**src/rtl/imem_loader_pkg.sv**
```systemverilog
`default_nettype none
// ============================================================================
// Module      : imem_loader_pkg
// Description : Shared types and frame constants for the instruction-memory
//               loader.
// Revision    : 1.0 - initial release
// ============================================================================
package imem_loader_pkg;

    localparam logic [7:0] MAGIC_DEFAULT  = 8'hA5;
    localparam int         BYTE_W         = 8;
    localparam int         WORD_W         = 32;
    localparam int         CNT_W          = 16;
    localparam int         BYTES_PER_WORD = 4;

    typedef enum logic [2:0] {
        IDLE   = 3'd0,
        CNT_HI = 3'd1,
        CNT_LO = 3'd2,
        DATA   = 3'd3,
        CSUM   = 3'd4,
        DONE   = 3'd5,
        ERR    = 3'd6
    } state_t;

    // True while a frame is being received (timeout counter armed).
    function automatic logic in_frame(input state_t s);
        return (s == CNT_HI) || (s == CNT_LO) || (s == DATA) || (s == CSUM);
    endfunction

endpackage
`default_nettype wire

```
**src/rtl/imem_loader.sv**
```systemverilog
`default_nettype none
// ============================================================================
// Module      : imem_loader
// Description : Receives a framed program image as a byte stream, writes it
//               word by word into instruction memory and holds the CPU in
//               reset until a checksum-verified load completes.
// Revision    : 1.0 - initial release
// ============================================================================
module imem_loader
    import imem_loader_pkg::*;
#(
    parameter int         ADDR_W      = 12,
    parameter int         TIMEOUT_CYC = 1000000,
    parameter logic [7:0] MAGIC       = MAGIC_DEFAULT
) (
    input  logic              clk,
    input  logic              rst,
    input  logic              rx_valid,
    input  logic [7:0]        rx_data,
    output logic              rx_ready,
    output logic              imem_we,
    output logic [ADDR_W-1:0] imem_addr,
    output logic [31:0]       imem_wdata,
    output logic              cpu_rst,
    output logic              busy,
    output logic              done,
    output logic              err
);

    localparam int                c_to_w    = $clog2(TIMEOUT_CYC + 1);
    localparam logic [c_to_w-1:0] c_to_last = c_to_w'(TIMEOUT_CYC - 1);
    localparam logic [31:0]       c_depth   = 32'd1 << ADDR_W;

    state_t              r_state;
    logic                r_rx_ready;
    logic                r_imem_we;
    logic [ADDR_W-1:0]   r_imem_addr;
    logic [WORD_W-1:0]   r_imem_wdata;
    logic                r_cpu_rst;
    logic                r_busy;
    logic                r_done;
    logic                r_err;
    logic [CNT_W-1:0]    r_cnt;
    logic [ADDR_W:0]     r_idx;
    logic [1:0]          r_byte_cnt;
    logic [23:0]         r_shift;
    logic [BYTE_W-1:0]   r_csum;
    logic [c_to_w-1:0]   r_idle;

    logic                w_accept;
    logic [CNT_W-1:0]    w_n;
    logic                w_n_bad;
    logic [ADDR_W:0]     w_idx_next;
    logic                w_last_word;
    logic                w_timeout;

    assign w_accept    = rx_valid & r_rx_ready;
    assign w_n         = {r_cnt[15:8], rx_data};
    assign w_n_bad     = (w_n == '0) || (32'(w_n) > c_depth);
    assign w_idx_next  = r_idx + 1'b1;
    assign w_last_word = (32'(w_idx_next) == 32'(r_cnt));
    assign w_timeout   = (r_idle == c_to_last);

    always_ff @(posedge clk or posedge rst) begin
        if (rst) begin
            r_state      <= IDLE;
            r_rx_ready   <= 1'b0;
            r_imem_we    <= 1'b0;
            r_imem_addr  <= '0;
            r_imem_wdata <= '0;
            r_cpu_rst    <= 1'b1;
            r_busy       <= 1'b0;
            r_done       <= 1'b0;
            r_err        <= 1'b0;
            r_cnt        <= '0;
            r_idx        <= '0;
            r_byte_cnt   <= '0;
            r_shift      <= '0;
            r_csum       <= '0;
            r_idle       <= '0;
        end else begin
            r_rx_ready <= 1'b1;
            r_imem_we  <= 1'b0;

            // An accepted byte always beats a same-cycle terminal count.
            if (in_frame(r_state)) begin
                if (w_accept) begin
                    r_idle <= '0;
                end else if (w_timeout) begin
                    r_idle    <= '0;
                    r_state   <= ERR;
                    r_err     <= 1'b1;
                    r_busy    <= 1'b0;
                    r_cpu_rst <= 1'b1;
                end else begin
                    r_idle <= r_idle + 1'b1;
                end
            end else begin
                r_idle <= '0;
            end

            case (r_state)
                IDLE, DONE, ERR: begin
                    if (w_accept && (rx_data == MAGIC)) begin
                        r_state   <= CNT_HI;
                        r_cpu_rst <= 1'b1;
                        r_busy    <= 1'b1;
                        r_done    <= 1'b0;
                        r_err     <= 1'b0;
                        r_csum    <= '0;
                    end
                end
                CNT_HI: begin
                    if (w_accept) begin
                        r_cnt   <= {rx_data, r_cnt[7:0]};
                        r_state <= CNT_LO;
                    end
                end
                CNT_LO: begin
                    if (w_accept) begin
                        r_cnt <= w_n;
                        if (w_n_bad) begin
                            r_state <= ERR;
                            r_err   <= 1'b1;
                            r_busy  <= 1'b0;
                        end else begin
                            r_state    <= DATA;
                            r_idx      <= '0;
                            r_byte_cnt <= '0;
                        end
                    end
                end
                DATA: begin
                    if (w_accept) begin
                        r_shift    <= {r_shift[15:0], rx_data};
                        r_csum     <= r_csum ^ rx_data;
                        r_byte_cnt <= r_byte_cnt + 1'b1;
                        if (r_byte_cnt == 2'd3) begin
                            r_imem_we    <= 1'b1;
                            r_imem_addr  <= r_idx[ADDR_W-1:0];
                            r_imem_wdata <= {r_shift, rx_data};
                            r_idx        <= w_idx_next;
                            if (w_last_word) begin
                                r_state <= CSUM;
                            end
                        end
                    end
                end
                CSUM: begin
                    if (w_accept) begin
                        r_busy <= 1'b0;
                        if (rx_data == r_csum) begin
                            r_state   <= DONE;
                            r_done    <= 1'b1;
                            r_cpu_rst <= 1'b0;
                        end else begin
                            r_state <= ERR;
                            r_err   <= 1'b1;
                        end
                    end
                end
                default: begin
                    r_state <= IDLE;
                    r_busy  <= 1'b0;
                end
            endcase
        end
    end

    assign rx_ready   = r_rx_ready;
    assign imem_we    = r_imem_we;
    assign imem_addr  = r_imem_addr;
    assign imem_wdata = r_imem_wdata;
    assign cpu_rst    = r_cpu_rst;
    assign busy       = r_busy;
    assign done       = r_done;
    assign err        = r_err;

endmodule
`default_nettype wire
```
**config.mk**
```make
export PLATFORM = sky130hd
export DESIGN_NAME = imem_loader
export DESIGN_NICKNAME = d
export VERILOG_FILES = /design/src/rtl/imem_loader_pkg.sv /design/src/rtl/imem_loader.sv
export SDC_FILE = /design/constraint.sdc
export NUM_CORES = 1
export LEC_CHECK = 0
export ABC_AREA = 0
export CAP_MARGIN = 5
export CORE_UTILIZATION = 45
export DETAILED_ROUTE_END_ITERATION = 10
export PLACE_DENSITY = 0.8
export SETUP_SLACK_MARGIN = 0.1
export SLEW_MARGIN = 5
export SYNTH_ARGS = -nofsm -noshare
export SYNTH_HDL_FRONTEND = slang
export SYNTH_SLANG_ARGS = --single-unit
```
**constraint.sdc**
```tcl
create_clock -name clk -period 5.1 [get_ports clk]
set_clock_uncertainty 0.2 [all_clocks]
set_input_delay 1.02 -clock clk [delete_from_list [all_inputs] [get_ports clk]]
set_output_delay 1.02 -clock clk [all_outputs]
set_load 0.01 [all_outputs]
```
==> flow_metrics.env <==
export IMPL_critical_path_class="in -> reg"
export IMPL_worstSetupEndpointType="register"
export IMPL_synth_seq_area_share_pct=53.3
export IMPL_h_tree_depth=4
export IMPL_p_leak_nw=3.67
export IMPL_n_antenna_cell=0
export IMPL_yosys_most_used_dff="dfrtp_1"
export IMPL_cts_hold_buffers_added=0
export IMPL_ctsLongestPathBuffers=2
export IMPL_cts_buffers=17
export IMPL_nNetsFinal=720
export IMPL_syn_mean_instance_area_sq_um=9.85
export IMPL_io_buffers=60
export IMPL_nFillCells=1174
export IMPL_synthTopCellsByArea="dfrtp_1 53%, nand2_1 10%, mux2_2 5.8%"
export IMPL_routed_wl_um=14300
export IMPL_syn_area_sq_um=6390
export IMPL_drt_first_pass_iters=5
export IMPL_synth_common_cells="174 x nand2_1, 135 x dfrtp_1, 43 x nor2_1"
export IMPL_drc=0
export IMPL_wl_per_cell_um=16.0
export IMPL_postSynthCellCount=649
export IMPL_slew_headroom_pct=37.4
export IMPL_initial_core_util_pct=46.0
export IMPL_netlist_top_cell_by_area="dfrtp_1"
export IMPL_dieArea_sq_um=14700
export IMPL_worstPathArrival_ps=3690
export IMPL_core_sq_um=13900
export IMPL_antenna_found_initial=0
export IMPL_place_congestion=0.833
export IMPL_yosys_warnings=0
export IMPL_grt_pass1_wl_um=23700
export IMPL_synthDistinctLibCells=58
export IMPL_fin_crit_sh_pct=69.3
export IMPL_root_buffer="clkbuf_16"
export IMPL_die_h_um=121
export IMPL_dieWidth_um=121
export IMPL_period_needed_ps=3530
export IMPL_syn_to_final_growth_pct=20.1
export IMPL_synth_most_common_cell="nand2_1"
export IMPL_grt_pass1_vias=4779
export IMPL_cap_violations=0
export IMPL_clk_pin_slew_ps=60
export IMPL_drv_slew=0
export IMPL_synth_edf_count=0
export IMPL_cts_tree="done"
export IMPL_synth_nets=663
export IMPL_postCtsSetupBuffers=0
export IMPL_ioPinCount=61
export IMPL_rsz0062_at_grt="no"
export IMPL_hpwl_um=9160
export IMPL_tightest_slew_ps=933
export IMPL_r2r_cells=7
export IMPL_hold_ws_ps=269
export IMPL_start_kind="primary input"
export IMPL_via_per_inst=5.49
export IMPL_post_cts_resized=0
export IMPL_via_count=4936
export IMPL_hp_class="reg -> reg"
export IMPL_fmax_mhz=283
export IMPL_ys_ff_latch=136
export IMPL_gr_total_overflow=0
export IMPL_ant_nets=0
export IMPL_rows=43
export IMPL_min_path_cells=2
export IMPL_peakVddDrop_mv=0.200
export IMPL_hold_violations=0
export IMPL_setup_tns_final_ps=0
export IMPL_status="completed"
export IMPL_setup_viol=0
export IMPL_power_density_nw_per_um2=336
export IMPL_cp_required_ps=5260
export IMPL_critPathMaxFanout=33
export IMPL_synth_top_area_share_pct=52.9
export IMPL_grt_max_degree=77
export IMPL_cts_sinks=136
export IMPL_clkLatencyLatePin_ps=420
export IMPL_grt_total_usage_pct=20.8
export IMPL_drt_iter0_markers=318
export IMPL_async_reset_ff_share_pct=100
export IMPL_drive_above_1_share_pct=13.5
[cells by family (layout without fill, tap and decap cells)]
kind of cell | Yosys count | count (layout) | synth area share [%]
and+or+nand+nor | 327 | 327 | 24.4
DFF | 136 | 136 | 53.3
AOI/OAI and AO/OA | 74 | 74 | 7.77
xor gates and xnor gates | 37 | 37 | 5.07
buffers and inverters | 36 | 106 | 2.72
muxes | 35 | 35 | 6.13
adders and majority gates | 3 | 3 | 0.587
other | 1 | 1 | 0.0587
[per-layer routing]
metal	wire length, um	GRT usage (%)	part of all wire, %	vias to the layer above
li1	-	-	-	2312
met1	6520	27.6	45	2437
met2	6950	33.2	48	162
met3	603	3.85	4.2	25
met4	277	9.41	1.9	0
met5	0	0	0	-
[sequential cells by signal, indices dropped and copies added, names as in the netlist]
register	flops
cpu_rst	1
rx_ready	1
r_byte_cnt	2
r_cnt	16
busy	1
imem_wdata	32
r_csum	8
done	1
r_idx	13
imem_we	1
r_shift	24
err	1
r_idle	20
r_state	3
imem_addr	12
[power breakdown]
part | total, mW | internal [mW] | leakage, nW | switching [mW]
logic | 0.257 | 0.110 | 1.56 | 0.147
registers | 1.18 | 1.13 | 1.86 | 0.0515
clock network | 1.15 | 0.645 | 0.264 | 0.501
[critical path: stages]
cell	delay [ps]
clkdlybuf4s50_1	530
nand4b_1	470
nor2_2	320
nand2_2	280
inv_2	540
buf_4	340
nand2_1	80
nand2_1	70
[stage by stage]
stage / power [mW] / cell area (sq um) / instances / util [%] / worst slack, ps
floorplan: 1.38 / 6390 / 649 / - / 242
global placement: 1.44 / 7120 / 867 / 51.3 / 1320
detailed placement: 1.45 / 7120 / 867 / 51.3 / 1170
CTS: 2.59 / 7680 / 899 / 55.3 / 1600
global route: 2.67 / 7680 / 899 / 55.3 / 1380
finish: 2.58 / 7680 / 899 / 55.3 / 1570
[worst paths after layout]
kind | from | end | slack (ps)
max | rx_valid | imem_addr[7] | 1570
min | r_shift[16] | imem_wdata[24] | 270
max reg2reg | r_state[1] | imem_addr[7] | 2080
min reg2reg | r_shift[16] | imem_wdata[24] | 270
max in group asynchronous | rst | cpu_rst | 2860
min in group asynchronous | rst | imem_wdata[27] | 900
[cell usage in the layout (no fill, tap or decap), drive strengths merged, types with 2 or more instances in the layout]
cell type	instances
mux2i	2
nand2	175
a21oi	9
and3	18
and4	5
nor4	6
mux2	33
clkinv	5
nor2	44
a311oi	2
inv	13
clkbuf	18
nand3	20
xnor2	23
nand4b	2
nor3b	3
nand2b	3
nand4	9
nand3b	5
nor3	8
nor2b	4
a21o	11
a22o	9
a311o	2
o32a	2
buf	6
or2b	17
clkinvlp	4
a31oi	3
dfrtp	135
o21ai	28
clkdlybuf4s50	60
ha	3
and2	3
xor2	14
[cell type report]
type / instances / area (sq um) / area share (%)
well taps: 180 / 225 / 2.93
clock inverters: 14 / 115 / 1.50
flip-flops and latches: 136 / 3400 / 44.4
clock buffers: 18 / 439 / 5.72
inverters: 8 / 35.0 / 0.456
repair buffers: 66 / 646 / 8.41
multi-input cells: 477 / 2810 / 36.6
(Power assumes the default switching activity.)
